**src/rtl/vx_tl_dmem_adapter.sv**
```systemverilog
`default_nettype none
// ============================================================================
// Module   : vx_tl_dmem_adapter
// Brief    : Multi-lane Vortex dcache request/response to TileLink-UL A/D bridge
// Revision : 1.0 - initial release
// ============================================================================
module vx_tl_dmem_adapter #(
   parameter int NUM_LANES   = 4,
   parameter int TAG_WIDTH   = 10,
   parameter int NUM_SOURCES = 8,
   parameter int SRC_W       = $clog2(NUM_SOURCES)
) (
   input  logic                      clock,
   input  logic                      reset,
   input  logic                      core_req_valid,
   input  logic                      core_req_rw,
   input  logic [NUM_LANES-1:0]      core_req_tmask,
   input  logic [4*NUM_LANES-1:0]    core_req_byteen,
   input  logic [30*NUM_LANES-1:0]   core_req_addr,
   input  logic [32*NUM_LANES-1:0]   core_req_data,
   input  logic [TAG_WIDTH-1:0]      core_req_tag,
   output logic                      core_req_ready,
   output logic                      core_rsp_valid,
   output logic [NUM_LANES-1:0]      core_rsp_tmask,
   output logic [32*NUM_LANES-1:0]   core_rsp_data,
   output logic [TAG_WIDTH-1:0]      core_rsp_tag,
   input  logic                      core_rsp_ready,
   output logic                      tl_a_valid,
   input  logic                      tl_a_ready,
   output logic [2:0]                tl_a_opcode,
   output logic [2:0]                tl_a_param,
   output logic [3:0]                tl_a_size,
   output logic [SRC_W-1:0]          tl_a_source,
   output logic [31:0]               tl_a_address,
   output logic [3:0]                tl_a_mask,
   output logic [31:0]               tl_a_data,
   output logic                      tl_a_corrupt,
   input  logic                      tl_d_valid,
   output logic                      tl_d_ready,
   input  logic [2:0]                tl_d_opcode,
   input  logic [SRC_W-1:0]          tl_d_source,
   input  logic [31:0]               tl_d_data,
   input  logic                      tl_d_denied,
   output logic                      busy,
   output logic                      err_pulse
);

   localparam int LANE_W = (NUM_LANES > 1) ? $clog2(NUM_LANES) : 1;

   localparam logic [2:0] c_put_full    = 3'd0;
   localparam logic [2:0] c_put_partial = 3'd1;
   localparam logic [2:0] c_get         = 3'd4;
   localparam logic [2:0] c_ack_data    = 3'd1;

   typedef enum logic [0:0] {
      ST_IDLE  = 1'b0,
      ST_ISSUE = 1'b1
   } state_t;

   state_t                   r_state;
   logic                     r_rw;
   logic [NUM_LANES-1:0]     r_pending;
   logic [4*NUM_LANES-1:0]   r_byteen;
   logic [30*NUM_LANES-1:0]  r_addr;
   logic [32*NUM_LANES-1:0]  r_data;
   logic [TAG_WIDTH-1:0]     r_tag;
   logic                     r_a_hold;
   logic [SRC_W-1:0]         r_a_src;

   logic [NUM_SOURCES-1:0]   r_alloc;
   logic [TAG_WIDTH-1:0]     r_tbl_tag   [NUM_SOURCES];
   logic [LANE_W-1:0]        r_tbl_lane  [NUM_SOURCES];
   logic [NUM_SOURCES-1:0]   r_tbl_store;

   logic                     r_rsp_valid;
   logic [NUM_LANES-1:0]     r_rsp_tmask;
   logic [32*NUM_LANES-1:0]  r_rsp_data;
   logic [TAG_WIDTH-1:0]     r_rsp_tag;
   logic                     r_err;

   logic [LANE_W-1:0]        w_lane;
   logic [NUM_LANES-1:0]     w_lane_onehot;
   logic                     w_any_free;
   logic [SRC_W-1:0]         w_free_src;
   logic                     w_a_valid;
   logic [SRC_W-1:0]         w_a_src;
   logic                     w_a_fire;
   logic [3:0]               w_lane_byteen;
   logic [2:0]               w_opcode;
   logic                     w_d_ready;
   logic                     w_d_fire;
   logic                     w_d_known;
   logic                     w_d_rsp;
   logic [LANE_W-1:0]        w_d_lane;
   logic [NUM_LANES-1:0]     w_d_onehot;
   logic [32*NUM_LANES-1:0]  w_d_data;
   logic [NUM_SOURCES-1:0]   w_alloc_nxt;

   // Lowest pending lane and lowest free source (from registered allocation)
   always_comb begin
      w_lane        = '0;
      w_lane_onehot = '0;
      for (int i = NUM_LANES - 1; i >= 0; i--) begin
         if (r_pending[i]) w_lane = LANE_W'(i);
      end
      w_lane_onehot[w_lane] = 1'b1;
   end

   always_comb begin
      w_any_free = 1'b0;
      w_free_src = '0;
      for (int s = NUM_SOURCES - 1; s >= 0; s--) begin
         if (!r_alloc[s]) begin
            w_any_free = 1'b1;
            w_free_src = SRC_W'(s);
         end
      end
   end

   // A held beat keeps its captured source even if a lower one frees up
   assign w_a_valid     = reset && (r_state == ST_ISSUE) && (|r_pending) && (r_a_hold || w_any_free);
   assign w_a_src       = r_a_hold ? r_a_src : w_free_src;
   assign w_a_fire      = w_a_valid && tl_a_ready;
   assign w_lane_byteen = r_byteen[w_lane*4 +: 4];
   assign w_opcode      = !r_rw ? c_get : ((w_lane_byteen == 4'hf) ? c_put_full : c_put_partial);

   assign w_d_ready  = reset && (!r_rsp_valid || core_rsp_ready);
   assign w_d_fire   = tl_d_valid && w_d_ready;
   assign w_d_known  = r_alloc[tl_d_source];
   assign w_d_rsp    = w_d_fire && w_d_known && (tl_d_opcode == c_ack_data) && !r_tbl_store[tl_d_source];
   assign w_d_lane   = r_tbl_lane[tl_d_source];

   always_comb begin
      w_d_onehot           = '0;
      w_d_onehot[w_d_lane] = 1'b1;
      w_d_data             = '0;
      if (!tl_d_denied) w_d_data[w_d_lane*32 +: 32] = tl_d_data;
   end

   always_comb begin
      w_alloc_nxt = r_alloc;
      if (w_d_fire && w_d_known) w_alloc_nxt[tl_d_source] = 1'b0;
      if (w_a_fire)              w_alloc_nxt[w_a_src]     = 1'b1;
   end

   always_ff @(posedge clock) begin
      if (!reset) begin
         r_state     <= ST_IDLE;
         r_rw        <= 1'b0;
         r_pending   <= '0;
         r_a_hold    <= 1'b0;
         r_a_src     <= '0;
         r_alloc     <= '0;
         r_rsp_valid <= 1'b0;
         r_rsp_tmask <= '0;
         r_rsp_data  <= '0;
         r_rsp_tag   <= '0;
         r_err       <= 1'b0;
      end else begin
         r_alloc <= w_alloc_nxt;
         r_err   <= w_d_fire && (!w_d_known || tl_d_denied);

         case (r_state)
            ST_IDLE: begin
               if (core_req_valid) begin
                  r_rw      <= core_req_rw;
                  r_pending <= core_req_tmask;
                  r_state   <= ST_ISSUE;
               end
            end
            ST_ISSUE: begin
               r_a_hold <= w_a_valid && !tl_a_ready;
               r_a_src  <= w_a_src;
               if (w_a_fire) r_pending <= r_pending & ~w_lane_onehot;
               if (r_pending == '0 || (w_a_fire && (r_pending & ~w_lane_onehot) == '0))
                  r_state <= ST_IDLE;
            end
            default: r_state <= ST_IDLE;
         endcase

         if (w_d_rsp) begin
            r_rsp_valid <= 1'b1;
            r_rsp_tmask <= w_d_onehot;
            r_rsp_data  <= w_d_data;
            r_rsp_tag   <= r_tbl_tag[tl_d_source];
         end else if (core_rsp_ready) begin
            r_rsp_valid <= 1'b0;
         end
      end
   end

   // Request payload and source table need no reset: validity is tracked elsewhere
   always_ff @(posedge clock) begin
      if (core_req_ready && core_req_valid) begin
         r_byteen <= core_req_byteen;
         r_addr   <= core_req_addr;
         r_data   <= core_req_data;
         r_tag    <= core_req_tag;
      end
      if (w_a_fire) begin
         r_tbl_tag[w_a_src]   <= r_tag;
         r_tbl_lane[w_a_src]  <= w_lane;
         r_tbl_store[w_a_src] <= r_rw;
      end
   end

   assign core_req_ready = reset && (r_state == ST_IDLE);
   assign core_rsp_valid = r_rsp_valid;
   assign core_rsp_tmask = r_rsp_tmask;
   assign core_rsp_data  = r_rsp_data;
   assign core_rsp_tag   = r_rsp_tag;

   assign tl_a_valid   = w_a_valid;
   assign tl_a_opcode  = w_a_valid ? w_opcode : 3'd0;
   assign tl_a_param   = 3'd0;
   assign tl_a_size    = w_a_valid ? 4'd2 : 4'd0;
   assign tl_a_source  = w_a_valid ? w_a_src : '0;
   assign tl_a_address = w_a_valid ? {r_addr[w_lane*30 +: 30], 2'b00} : 32'd0;
   assign tl_a_mask    = w_a_valid ? (r_rw ? w_lane_byteen : 4'hf) : 4'h0;
   assign tl_a_data    = (w_a_valid && r_rw) ? r_data[w_lane*32 +: 32] : 32'd0;
   assign tl_a_corrupt = 1'b0;

   assign tl_d_ready = w_d_ready;
   assign busy       = (r_state == ST_ISSUE) || (|r_alloc) || r_rsp_valid;
   assign err_pulse  = r_err;

endmodule
`default_nettype wire

```
**config.mk**
```make
export PLATFORM = sky130hd
export DESIGN_NAME = vx_tl_dmem_adapter
export DESIGN_NICKNAME = d
export VERILOG_FILES = /design/src/rtl/vx_tl_dmem_adapter.sv
export SDC_FILE = /design/constraint.sdc
export NUM_CORES = 1
export LEC_CHECK = 0
export CAP_MARGIN = 20
export CORE_AREA = 2 2 215 217
export CTS_CLUSTER_DIAMETER = 40
export DETAILED_ROUTE_END_ITERATION = 6
export DIE_AREA = 0 0 217 219
export GPL_ROUTABILITY_DRIVEN = 0
export PLACE_DENSITY = 0.77
export SLEW_MARGIN = 20
export SYNTH_ARGS = -nofsm -noshare
export SYNTH_HDL_FRONTEND = slang
export SYNTH_SLANG_ARGS = --single-unit
```
**constraint.sdc**
```tcl
create_clock -name clock -period 26.6 [get_ports clock]
set_input_delay 5.32 -clock clock [delete_from_list [all_inputs] [get_ports clock]]
set_output_delay 5.32 -clock clock [all_outputs]
set_load 0.01 [all_outputs]
```
Word level (Yosys, flattened, before mapping)
Memory sizes are Yosys's and may differ from the RTL's. A register that Yosys moved wholly into a read port is not among the register bits. Cells that the tools add are included.

Bits in registers: 434. Latch bits: 0. RAM bits: 96. Memory bits (read-only): 0. Input port bits: 324. Output and inout port bits: 230. Logic and storage cells: 136. Memories kept: 2.

Memories: r_tbl_tag (depth 8, width 10, read ports 1, clocked after memory_dff 1, wr ports 1, RTL line 71) `logic [TAG_WIDTH-1:0] r_tbl_tag [NUM_SOURCES];`; r_tbl_lane (depth 8, width 2, read ports 1, clocked after memory_dff 0, wr ports 1, RTL line 72) `logic [LANE_W-1:0] r_tbl_lane [NUM_SOURCES];`.

Add/subtract/negate cells: 1. Multipliers: 1. Divide/modulo/power cells: 0. $lt $le $gt $ge: 8. Equality and inequality tests: 4. Shift-type cells: 5. Mux-type cells: 56. Bitwise operators: 7. Reductions and logical operators: 37.

Operators by type and width (number): AND 128 bit (1); two-way mux 128 bit (1); variable shift 32 x 34 -> 128 bit, first input constant (1); indexed part select 128 x 8 -> 32 bit (1); indexed part select 32 x 34 -> 128 bit (1); indexed part select 120 x 8 -> 30 bit (1); two-way mux 32 bit (2); two-way mux 3 bit (12); negation 7 -> 34 bit (1); two-way mux 1 bit (21); logical AND 1 bit (19); two-way mux 4 bit (4); two-way mux 8 bit (2); indexed part select 16 x 5 -> 4 bit (1); two-way mux 2 bit (5); AND 8 bit (1); bitwise mux 8 bit (1); logical NOT 4 bit (2); < comparator 3 x 4 -> 1 bit, second input constant (2); inverter 8 bit (1); OR 8 bit (1); case mux 4 bit (2 select lines) (1); OR reduction 8 bit (1); binary-select mux 1 bit (select 3 bit) (2); 19 further kinds (34).

Depth between registers and ports, before layout
Gate-level depths: netlist of the first run.

Depth in word-level cells: 15. Mapped depth: 13. Mapped depth without buffers: 9.

Worst setup path before layout of the first run
OpenSTA, ideal clock, no wires.

Kind: input port to flip-flop. From: input port reset. To: register r_addr[0] (enable). Library setup time: 0.673 ns. Arrival: 11.951 ns. Data required time: 25.927 ns. Path slack: 13.976 ns. Cell stages on the path: 2. Path buffers: 1. Cells stage by stage: clkbuf_1 -> and3_1.

Word-level cells in the longest chain between the ends: 2.

Ends and longest elaborated chain: start: declaration (RTL line 14) `input logic reset,`; logical AND 1 bit (RTL line 207) `assign core_req_ready = reset && (r_state == ST_IDLE);`; logical AND 1 bit (RTL line 194) `if (core_req_ready && core_req_valid) begin`; end signal: assignment (RTL line 196) `r_addr <= core_req_addr;`; end: declaration (RTL line 64) `logic [30*NUM_LANES-1:0] r_addr;`.

No other way between the ends. A chain may end at the register's enable or synchronous reset.

Final worst setup path of the first run
From: input port reset. To: output port tl_a_data[12].

Word-level cells in the longest chain between the ends: 5.

Ends and longest elaborated chain: logical AND 1 bit (3 in series) (RTL line 121) `assign w_a_valid = reset && (r_state == ST_ISSUE) && (|r_pending) && (r_a_hold || w_any_free);`; logical AND 1 bit (RTL line 220) `assign tl_a_data = (w_a_valid && r_rw) ? r_data[w_lane*32 +: 32] : 32'd0;`; two-way mux 32 bit (RTL line 220); end: declaration (RTL line 36) `output logic [31:0] tl_a_data,`.

No other way between the ends.

==> flow_results.org, run 1 <==
** Power and ir drop
- Across the VDD grid, the largest voltage drop is between 70 and 80 uV.
- Lkg Pwr :: a little under 10 nW
- Power density over cell area :: 68.8 nW/um^2

** Critical path
- At the worst endpoint, the required time is ~21 ns.
- Data arrives at the worst endpoint at between 9 and 10 ns.
- The worst setup path is launched from a primary input.
- Critical path start-end classification :: in -> out
- Worst setup slack for register-to-register paths :: around 22 ns
- Along the worst path, the maximum fanout reaches between 40 and 50.
- STA classifies the critical path endpoint as a primary output.

** Clocking
- Gates resized during post-CTS repair numbered 0.
- In this run the clock root is driven by a sky130_fd_sc_hd__clkbuf_16.
- Total of hold buffers inserted after clock tree synthesis :: 0
- Buffers added to address setup during post-CTS repair amount to 0.
- After clock tree synthesis, the clock-pin slew on the worst setup and hold paths is roughly 0.05 ns.
- Clock tree from TritonCTS :: yes
- The later pin in the worst-skew pair is clocked with a latency of approximately 0.60 ns.
- TritonCTS created 68 clock buffers.
- Num Clock Sinks :: 540
- The clock tree synthesis step divided the H-tree into 3 levels.
- The clock passes through at most 3 buffers.

** Logic synthesis
- In this run, synthesis produced a sequential element count of 540.
- Fraction of registers with async set or reset after synthesis :: 0%
- Synthesized netlist cell count :: 1489
- Total standard cell area after synthesis :: ~21000 sq um
- Register area share after synthesis :: 69.1%
- Dividing the synthesized area by the synthesized cell count gives between 10 and 15 sq um.
- For this run, the leading register cell type out of synthesis is sky130_fd_sc_hd__edfxtp_1.
- Number of synthesis warnings :: 0
- Number of synthesized flops with an enable pin :: between 300 and 400
- Number of unique standard cell types used by synthesis :: a little over 60

** Placement
- Hpwl dp :: 43300 microns
- The count of buffers added on input and output ports is roughly 540.
- Placed inst area :: around 27000 sq um

** Routing
- Number of nets with antenna violations after routing :: 0
- Drt via density :: 5.83
- Total length of routed wires :: between 60000 and 70000 microns
- Starting DRT DRC Count :: 1687
- Before antenna repair, the detailed router went through 6 iterations.
- Detailed-route DRC error count :: 0
- Vias :: between 15000 and 20000
- Wire length per cell :: 24.3 microns

** Global route
- Across every metal layer, demand over resource in global routing totals roughly a quarter.
- Entering global routing, the biggest net connects around 100 pins.
- The first global-routing pass estimated 94100 microns of wire.
- Vias in the first global route :: between 15000 and 20000
- After global routing the overflow that remains totals 0.
- The initial antenna violation count is 19.

** Die
- The floorplan step set the die height to between 200 and 250 microns.
- The floorplan step defined a die boundary enclosing between 40000 and 50000 sq um.
- Area of the core region :: around 45000 sq um
- Once the floorplan was initialized, standard cells occupied a little under half of the core.
- Row count :: roughly 80
- Die W :: roughly 220 microns
- For this design the top-level I/O count stands at between 500 and 600.

** Timing
- Timing would allow up to 69.6 MHz.
- The count of endpoints failing hold in the final timing report was 0.
- The worst pin sits at a relative slew slack of roughly 23%.
- At the pin with the least slew margin, the transition time is 1.16 ns.
- Worst slack on hold paths :: ~0.46 ns
- RSZ-0062 raised after global routing :: false
- Number of setup violations in the final report :: 0
- Worst Clk Skew :: 0.0335 ns
- Final slew viol count :: 0
- The worst path in the final design needs a cycle of between 10 and 15 ns, including I/O delays and setup.
- Post-route setup TNS :: 0 ns
- Fin crit share :: 54.0%

** Finish
- After the last flow step, the layout net total stands at between 2000 and 2500.
- Area Growth Syn to Fin :: 38.6%
- Finished Core Util :: between 60 and 70%
- Cells with a size suffix above 1 make up approximately 11% of the layout.
- After routing the design area is 29200 sq um.

** Run status
- The run finished with clean final reports.

** Job
- Across the run, the number of max-cap violations was 0.

** Worst hold path
- Min-Delay Path Class :: reg -> reg
[worst max-delay path, stage by stage]
cell and delay [ns]:
sky130_fd_sc_hd__buf_6 0.28, sky130_fd_sc_hd__clkinv_1 0.58, sky130_fd_sc_hd__a211oi_1 0.81, sky130_fd_sc_hd__nand2_2 0.58
sky130_fd_sc_hd__inv_1 0.30, sky130_fd_sc_hd__nand2_1 0.08, sky130_fd_sc_hd__buf_4 0.28, sky130_fd_sc_hd__nor2_1 0.18
sky130_fd_sc_hd__clkdlybuf4s50_1 0.57
[registers in the layout, indices dropped and copies added, names as in the netlist, 10 cells and up]
signal and cells:
core_rsp_data 128, r_data 128, r_addr 120, r_tbl_tag 80
r_byteen 16, r_tbl_lane 16, core_rsp_tag 10, r_tag 10
[cell families after synthesis]
| kind of cell | after synthesis | share of synthesized area (%) |
|---|---|---|
| flip-flops | 540 | 69.1 |
| AO/OA/AOI/OAI | 348 | 13.0 |
| AND/OR/NAND/NOR | 295 | 6.41 |
| buffers and inverters | 161 | 3.39 |
| multiplexers | 135 | 7.48 |
| adder cells (fa/ha/maj) | 9 | 0.522 |
| other | 1 | 0.0178 |
[worst paths after layout]
check | to | start | depth (start not counted)
worst max-delay path | tl_a_data[12] | reset | 9
worst min-delay path | core_rsp_tag[6] | core_rsp_tag[6] | 2
worst max register to register | r_data[34] | r_state | 5
worst min register to register | core_rsp_tag[6] | core_rsp_tag[6] | 2
[cell usage in the layout, fill, tap and decap left out, types with 7 or more instances in the layout]
master,n
sky130_fd_sc_hd__a211oi_1,8
sky130_fd_sc_hd__a21oi_1,13
sky130_fd_sc_hd__a222oi_1,62
sky130_fd_sc_hd__a22oi_1,8
sky130_fd_sc_hd__and2_1,9
sky130_fd_sc_hd__buf_4,27
sky130_fd_sc_hd__clkbuf_16,72
sky130_fd_sc_hd__clkdlybuf4s50_1,542
sky130_fd_sc_hd__clkinv_1,8
sky130_fd_sc_hd__clkinvlp_4,9
sky130_fd_sc_hd__conb_1,10
sky130_fd_sc_hd__dfxtp_1,162
sky130_fd_sc_hd__diode_2,8
sky130_fd_sc_hd__edfxtp_1,378
sky130_fd_sc_hd__ha_1,8
sky130_fd_sc_hd__inv_1,17
sky130_fd_sc_hd__inv_6,9
sky130_fd_sc_hd__mux2_2,70
sky130_fd_sc_hd__mux2i_1,53
sky130_fd_sc_hd__mux4_2,11
sky130_fd_sc_hd__nand2_1,97
sky130_fd_sc_hd__nand2b_1,8
sky130_fd_sc_hd__nand3_1,12
sky130_fd_sc_hd__nand4_1,36
sky130_fd_sc_hd__nor2_1,96
sky130_fd_sc_hd__nor3_1,7
sky130_fd_sc_hd__o211ai_1,99
sky130_fd_sc_hd__o21ai_0,15
sky130_fd_sc_hd__o22ai_1,13
sky130_fd_sc_hd__o31ai_1,65
sky130_fd_sc_hd__o41ai_1,32
[synthesized netlist by cell type (all sizes together), types with 4 or more instances]
| library cell | instances | share of area [%] |
|---|---|---|
| a2111oi | 5 | 0.21 |
| a211oi | 9 | 0.38 |
| a21oi | 13 | 0.31 |
| a222oi | 62 | 2.9 |
| a22oi | 8 | 0.28 |
| a31oi | 5 | 0.15 |
| and2 | 11 | 0.33 |
| and3 | 4 | 0.12 |
| buf | 45 | 1.3 |
| clkbuf | 98 | 1.7 |
| dfxtp | 162 | 15 |
| edfxtp | 378 | 54 |
| ha | 8 | 0.47 |
| inv | 17 | 0.30 |
| mux2 | 71 | 3.8 |
| mux2i | 53 | 2.5 |
| mux4 | 11 | 1.2 |
| nand2 | 99 | 1.8 |
| nand2b | 8 | 0.24 |
| nand3 | 12 | 0.28 |
| nand4 | 36 | 1.1 |
| nor2 | 97 | 1.7 |
| nor2b | 6 | 0.18 |
| nor3 | 7 | 0.17 |
| o211ai | 99 | 3.5 |
| o21ai | 17 | 0.40 |
| o22ai | 13 | 0.39 |
| o31ai | 65 | 2.3 |
| o41ai | 32 | 1.3 |
[per-stage QoR]
stage               instances  setup WS, ns  total power, W
floorplan                1498         13.98         0.00103
global placement         2526         12.24         0.00111
detailed placement       2526         12.06         0.00112
CTS                      2648         12.01         0.00202
global route             2656         12.03         0.00207
finish                   2656         12.23         0.00201
[power by group]
part / internal (W) / switching, W / leakage, nW
Clock: 0.000544 / 0.000368 / 1.08
Combinational: 0.0000788 / 0.0000866 / 4.06
Sequential: 0.000925 / 0.00000941 / 4.79
[cell type report]
| cell class | count | area [sq um] |
|---|---|---|
| Multi-Input combinational cell | 797 | 5890 |
| Tap cell | 600 | 751 |
| Antenna cell | 8 | 20.0 |
| Sequential cell | 540 | 14600 |
| Fill cell | 3277 | 15800 |
| Timing Repair Buffer | 571 | 5650 |
| Clock buffer | 79 | 1840 |
| Inverter | 18 | 67.6 |
| Clock inverter | 43 | 432 |
[routing by layer]
| metal | global-route usage [%] | up-vias | routed length, microns |
|---|---|---|---|
| li1 | - | 6932 | - |
| met2 | 45.9 | 814 | 32900 |
| met3 | 7.62 | 168 | 5850 |
| met1 | 29.3 | 7545 | 22400 |
| met4 | 14.3 | 20 | 3180 |
| met5 | 0 | - | 130 |
No activity file was read; power rests on OpenSTA's default activity.
==> run 2: changes to the inputs <==
CORE_AREA = 2 2 217 219   (was 2 2 215 217)
DIE_AREA = 0 0 219 221   (was 0 0 217 219)
PLACE_DENSITY = 0.76   (was 0.77)
clock period = 14.6 ns   (was 26.6 ns; I/O delays follow)
==> flow_results.org, run 2 (synthesis gave the netlist of run 1 again) <==
** Critical path
- Arrival time worst endpoint :: 6.56 ns
- Element type at the critical path end :: primary output
- By startpoint and endpoint, the worst setup path is classified as in -> out.
- For the worst setup path, the data required time is 11.68 ns.
- Crit path launch type :: primary input
- Of all nets on the critical path, the largest fanout is 46.

** Global route
- For met1 alone, demand over resource in global routing was around 30%.
- Wire length of the first global-routing pass :: approximately 95000 microns
- Entering global routing, the biggest net connects about 170 pins.
- Antenna violations before repair :: 14
- After global routing the overflow that remains totals 0.
- GRT met3 Usage :: slightly below 7%
- For met2 alone, demand over resource in global routing was between 40% and 50%.
- Busiest grt layer :: met2
- The via count of the first global-routing pass was between 15000 and 20000.
- All-Layer GR Usage :: between 20% and 30%

** Finish
- Counting the fill cells in the layout gives 3386.
- The post-route netlist has 11.4% of its cells at a drive strength greater than 1.
- Highest-count cells in the layout ignoring fill and taps :: sky130_fd_sc_hd__clkdlybuf4s50_1, sky130_fd_sc_hd__edfxtp_1, sky130_fd_sc_hd__dfxtp_1, sky130_fd_sc_hd__o211ai_1, sky130_fd_sc_hd__nand2_1
- Registers take roughly 15000 sq um.
- Summing all multi-input logic gate instances after layout gives 5900 sq um.
- Leaving out fill and tap cells, the most frequent cell in the layout is sky130_fd_sc_hd__clkdlybuf4s50_1.
- Area Growth Syn to Fin :: 38.6%
- Finished Core Util :: between 60% and 70%
- After the last flow step, the layout net total stands at about 2300.

** Clocking
- Clock-pin slew was measured on the worst setup and hold paths at around 0.050 ns.
- TritonCTS built the clock tree.
- Number of gates resized after CTS :: 0
- Total of hold buffers inserted after clock tree synthesis :: 0
- The number of setup buffers added after CTS is 0.
- Skew-Pair Late Insertion Delay :: around 0.59 ns
- CTS H-Tree Depth :: 3
- Maximum count of clock buffers along a single path :: 3
- The number of clock buffers added by TritonCTS is slightly below 70.
- Num Clock Sinks :: between 500 and 600
- The tree is rooted in a sky130_fd_sc_hd__clkbuf_16.

** Timing
- Number of setup violations in the final report :: 0
- Setup repair after global routing left no endpoint under its margin.
- Fin crit share :: 64.9%
- Clock skew on the completed layout was measured at about 0.030 ns.
- Final Hold Fails :: 0
- Measured against its own limit, the worst slew margin works out to 29.2%.
- Final critical path time including I/O delays and setup :: between 9 and 10 ns
- In the final timing run, aggregate negative setup slack is 0 ns.
- Final slew viol count :: 0
- Based on the critical path, the design can be clocked at up to about 110 MHz.
- At the pin with the least slew margin, the transition time is between 1 and 1.5 ns.

** Power and ir drop
- Portion of total power attributed to combinational logic :: roughly 8%
- In this run the power spent charging and discharging nets is around 0.00084 W.
- Clock group share of total power :: 45.5%
- IR analysis of the VDD net gives a maximum drop of approximately 120 uV.
- The analysis attributes to cell leakage a power of roughly 9.9 nW.
- Share of power burned in registers :: 46.3%
- Net switching is 22.8% of the power.
- Cell-internal power :: between 0.002 and 0.003 W
- Power density over cell area :: approximately 130 nW/um^2

** Die
- Num ports :: between 500 and 600
- Die W :: 219 microns
- Area of the core region :: 46100 sq um
- The die covers approximately 48000 sq um.
- The die is 221 microns tall.
- Once the floorplan was initialized, standard cells occupied between 40% and 50% of the core.
- Row count :: 79

** Placement
- Hpwl dp :: 43600 microns
- Number of input and output port buffers inserted :: ~540

** Routing
- Detailed-route DRC error count :: 1
- Drt via density :: around 5.8
- Summing over every cut layer, the via total after detailed routing is ~15000.
- Total length of routed wires :: about 64000 microns
- For this run, the detailed router's first-pass iteration total came to 7.
- Number of nets with antenna violations after routing :: 0
- Wire length per cell :: 24.2 microns
- Starting DRT DRC Count :: between 1500 and 2000

** Job
- Max-Cap Viols :: 0

** Run status
- Status :: finished, violations left
- Violations in the final reports :: design-rule violations

** Worst hold path
- In this run the worst hold path is classified as reg -> reg.
## run 2: changes by cell type in the layout (fill, tap and decap cells not counted), sizes merged
cell / change
clkdlybuf4s50: -1
bufinv: +1
diode: -2
buf: -3
clkinvlp: -5
clkinv: +1
clkbuf: +6
inv: +1
## run 2: area by class of cell
class / count / area share, %
Antenna cell: 6 / 0.0513
Clock buffer: 85 / 6.36
Clock inverter: 41 / 1.46
Inverter: 18 / 0.231
Multi-Input combinational cell: 797 / 20.2
Sequential cell: 540 / 49.9
Tap cell: 607 / 2.60
Timing Repair Buffer: 567 / 19.3
## run 2: power groups by stage
stage,clock (W),sequential [W],combinational [W]
finish,0.00167,0.00170,0.000303
global route,0.00176,0.00170,0.000320
CTS,0.00170,0.00170,0.000304
detailed placement,0,0.00173,0.000301
global placement,0,0.00173,0.000297
floorplan,0,0.00174,0.000142
## run 2: final timing paths
check,slack [ns],from,to,depth (start not counted)
max reg2reg,11.07,r_alloc[3],core_rsp_data[82],6
min reg2reg,0.46,core_rsp_data[127],core_rsp_data[127],2
max,5.12,reset,tl_a_data[18],9
min,0.46,core_rsp_data[127],core_rsp_data[127],2
## run 2: worst max-delay path, stage by stage
cell and delay, ns:
sky130_fd_sc_hd__buf_6 0.29, sky130_fd_sc_hd__clkinv_1 0.56, sky130_fd_sc_hd__a211oi_1 0.75, sky130_fd_sc_hd__nand2_2 0.57, sky130_fd_sc_hd__inv_1 0.31, sky130_fd_sc_hd__nand2_1 0.08, sky130_fd_sc_hd__buf_4 0.28, sky130_fd_sc_hd__nor2_1 0.17
sky130_fd_sc_hd__clkdlybuf4s50_1 0.57
## run 2: through the flow
stage	area [sq um]	worst slack [ns]	std cells	hold WS (ns)	total power, W
after floorplan	21100	4.38	1498	0.450	0.00188
after global placement	26900	5.12	2529	0.445	0.00203
after detailed placement	26900	4.84	2529	0.453	0.00203
after CTS	29200	4.85	2655	0.460	0.00370
after global routing	29300	4.77	2661	0.472	0.00379
final	29300	5.12	2661	0.457	0.00368
## run 2: per-layer routing
| layer | wire length [microns] | vias up |
|---|---|---|
| met5 | 59 | - |
| met4 | 2800 | 10 |
| met3 | 5760 | 146 |
| met2 | 32800 | 841 |
| met1 | 23100 | 7501 |
| li1 | - | 6922 |
==> run 3: changes to the inputs <==
clock period = 9.3 ns   (was 14.6 ns; I/O delays follow)
==> flow_results.org, run 3 (synthesis gave the netlist of run 1 again) <==
** Clocking
- Total of hold buffers inserted after clock tree synthesis :: 0
- For this design, the sink count on the clock tree is 540.
- Number of gates resized after CTS :: 0
- Maximum count of clock buffers along a single path :: 3
- The root buffer cell chosen for the clock tree is sky130_fd_sc_hd__clkbuf_16.
- The number of clock buffers added by TritonCTS is 72.
- Clock tree from TritonCTS :: yes
- Number of buffers inserted to repair setup after CTS :: 0
- Skew-Pair Late Insertion Delay :: around 0.60 ns
- Clock transition at the registers of the reported paths :: 0.05 ns
- CTS H-Tree Depth :: 3

** Critical path
- Required time worst endpoint :: between 7 and 8 ns
- Max stage delay on crit path :: ~0.75 ns
- Number of stages on the worst setup path :: 10
- Critical path start-end classification :: in -> out
- The worst setup path is launched from a primary input.
- Worst path top cell family by delay :: buffers and inverters
- Endpoint of the worst register-to-register path :: core_rsp_data[21]
- On the critical path, the stage with the largest delay is an instance of sky130_fd_sc_hd__a211oi_1.
- Crit path max fanout :: 38
- The number of buffers and inverters on the critical path is 6.
- For the worst setup path, the data arrival time is between 5 and 6 ns.
- The worst register-to-register path begins at r_tbl_lane[4][0].
- STA classifies the critical path endpoint as a primary output.
- The signal on the critical path passes through buf_6 > clkinv_1 > a211oi_1 > nand2_1 > buf_4 > inv_1 > nand2_1 > buf_4 > nor2_1 > clkdlybuf4s50_1.
- The worst register-to-register path has a setup slack of between 5 and 6 ns.
- Number of cells on the worst reg-to-reg path :: 9

** Routing
- The routed layout has between 15000 and 20000 vias.
- Starting DRT DRC Count :: ~1700
- Total length of routed wires :: around 65000 microns
- After detailed routing, the average wire length per cell comes to 24.2 microns.
- Drt via density :: about 5.8
- Once detail routing completed, the nets flagged for antenna violations numbered 0.
- Number of optimization iterations in the first detailed-route pass :: 7
- In the routed design, unresolved DRC markers number 9.

** Timing
- Post-route setup TNS :: 0 ns
- The number of max-slew violations in the final report was 0.
- Number of setup violations in the final report :: 0
- Between clock sinks in the finished design, the worst skew comes to 0.0275 ns.
- Measured slew at the worst slew-check pin :: between 1 and 1.5 ns
- RSZ-0062 raised after global routing :: false
- Final Hold Fails :: 0
- Highest clock rate :: about 140 MHz
- In this run the tightest slew margin relative to its limit is about 33%.
- Final critical path time including I/O delays and setup :: 7.21 ns
- The worst path uses 77.6% of the clock period.

** Die
- Num ports :: 554
- In this run the core area contains 79 standard-cell rows.
- Measured along the x axis, the die boundary spans around 220 microns.
- The initial utilization of the core area, before any placement, comes to 45.8%.
- Die Outline Area :: slightly below 50000 sq um
- The floorplan step defined a core boundary enclosing 46100 sq um.
- In this run the vertical extent of the chip is about 220 microns.

** Global route
- Antenna violations before repair :: 18
- Wire length of the first global-routing pass :: between 90000 and 100000 microns
- All-Layer GR Usage :: roughly 26%
- Entering global routing, the biggest net connects approximately 160 pins.
- Final global-route overflow total :: 0
- Vias in the first global route :: about 16000

** Worst hold path
- Min-Delay Path Class :: reg -> reg
- The path with the worst hold slack has its endpoint at core_rsp_data[105].
- In this run the most critical hold path is launched from core_rsp_data[105].
- Counting instances, the worst hold path has a depth of 2.

** Placement
- Detailed placement ended at an HPWL of between 40000 and 50000 microns.
- Placed inst area :: roughly 27000 sq um
- Port buffering added ~540 buffers.

** Finish
- The final layout contains 2334 nets.
- From synthesis to final layout, the design area changed by 39.6%.
- After routing the design area is about 29000 sq um.
- The filler cells instantiated in the layout total roughly 3400.
- Most common cell after layout, fill and taps aside :: sky130_fd_sc_hd__clkdlybuf4s50_1
- Ratio of cells with drive above 1 in the final layout :: 11.7%
- Highest-count cells in the layout ignoring fill and taps :: sky130_fd_sc_hd__clkdlybuf4s50_1, sky130_fd_sc_hd__edfxtp_1, sky130_fd_sc_hd__dfxtp_1, sky130_fd_sc_hd__o211ai_1, sky130_fd_sc_hd__nand2_1

** Power and ir drop
- Power spread over the standard cell area amounts to roughly 200 nW/um^2.
- Lkg Pwr :: between 10 and 15 nW
- VDD sags by at most 160 uV.

** Job
- Max-Cap Viols :: 0

** Run status
- Violations in the final reports :: design-rule violations
- Status :: finished, violations left
run 3: cell count changes in the layout (fill, tap and decap cells not counted), moves of 2 or more:
| cell | before | now |
|---|---|---|
| sky130_fd_sc_hd__clkbuf_16 | 71 | 78 |
| sky130_fd_sc_hd__diode_2 | 6 | 13 |
| sky130_fd_sc_hd__buf_4 | 21 | 27 |
| sky130_fd_sc_hd__clkinv_2 | 7 | 12 |
| sky130_fd_sc_hd__clkinv_4 | 7 | 3 |
| sky130_fd_sc_hd__nor2_1 | 93 | 97 |
| sky130_fd_sc_hd__nor2_2 | 4 | 0 |
| sky130_fd_sc_hd__clkinvlp_4 | 4 | 7 |
| sky130_fd_sc_hd__clkbuf_1 | 11 | 9 |
| sky130_fd_sc_hd__inv_6 | 6 | 4 |
| sky130_fd_sc_hd__inv_8 | 5 | 3 |
run 3: how the worst max path moves through the flow:
stage | start | to
4_1_cts | reset | tl_a_data[5]
2_1_floorplan | reset | r_addr[0]
3_3_place_gp | reset | tl_a_data[7]
5_1_grt | reset | tl_a_data[5]
6_report | reset | tl_a_data[5]
3_5_place_dp | reset | tl_a_data[5]
run 3: worst min-delay path, delay by kind of cell, from the launching register on:
kind             cells  cell delay (ns)
AND/OR/NAND/NOR      1             0.05
multiplexers         1             0.06
flip-flops           1             0.30
run 3: stage by stage:
stage / worst slack [ns] / util (%) / instances / total power [W] / hold WS [ns]
after floorplan: 0.136 / - / 1498 / 0.00295 / 0.450
after global placement: 2.35 / 58.6 / 2535 / 0.00318 / 0.444
after detailed placement: 2.12 / 58.6 / 2535 / 0.00319 / 0.451
after CTS: 2.13 / 63.9 / 2666 / 0.00594 / 0.457
after global routing: 1.80 / 63.9 / 2675 / 0.00607 / 0.482
final: 2.09 / 64.0 / 2679 / 0.00590 / 0.457
run 3: cell type report:
type	instances	area, sq um	share of cell area (%)
Sequential cell	540	14600	49.5
Timing Repair Buffer	573	5680	19.3
Inverter	18	67.6	0.229
Multi-Input combinational cell	797	5890	20.0
Antenna cell	13	32.5	0.110
Tap cell	607	759	2.58
Clock inverter	41	409	1.39
Clock buffer	90	2030	6.88
run 3: per-layer routing:
metal  vias up  track usage, %  routed length (microns)
li1       6952               -                        -
met1      7602            29.7                    23100
met2       844            43.4                    32400
met3       178            6.90                     5690
met4        10            15.6                     3650
met5         -               0                       58
run 3: report_power, final:
group          switching [W]  internal, W  total (W)  leakage [nW]
Clock                0.00105      0.00170    0.00276          1.18
Combinational       0.000248     0.000226   0.000474          4.07
Sequential         0.0000266      0.00265    0.00267          4.79
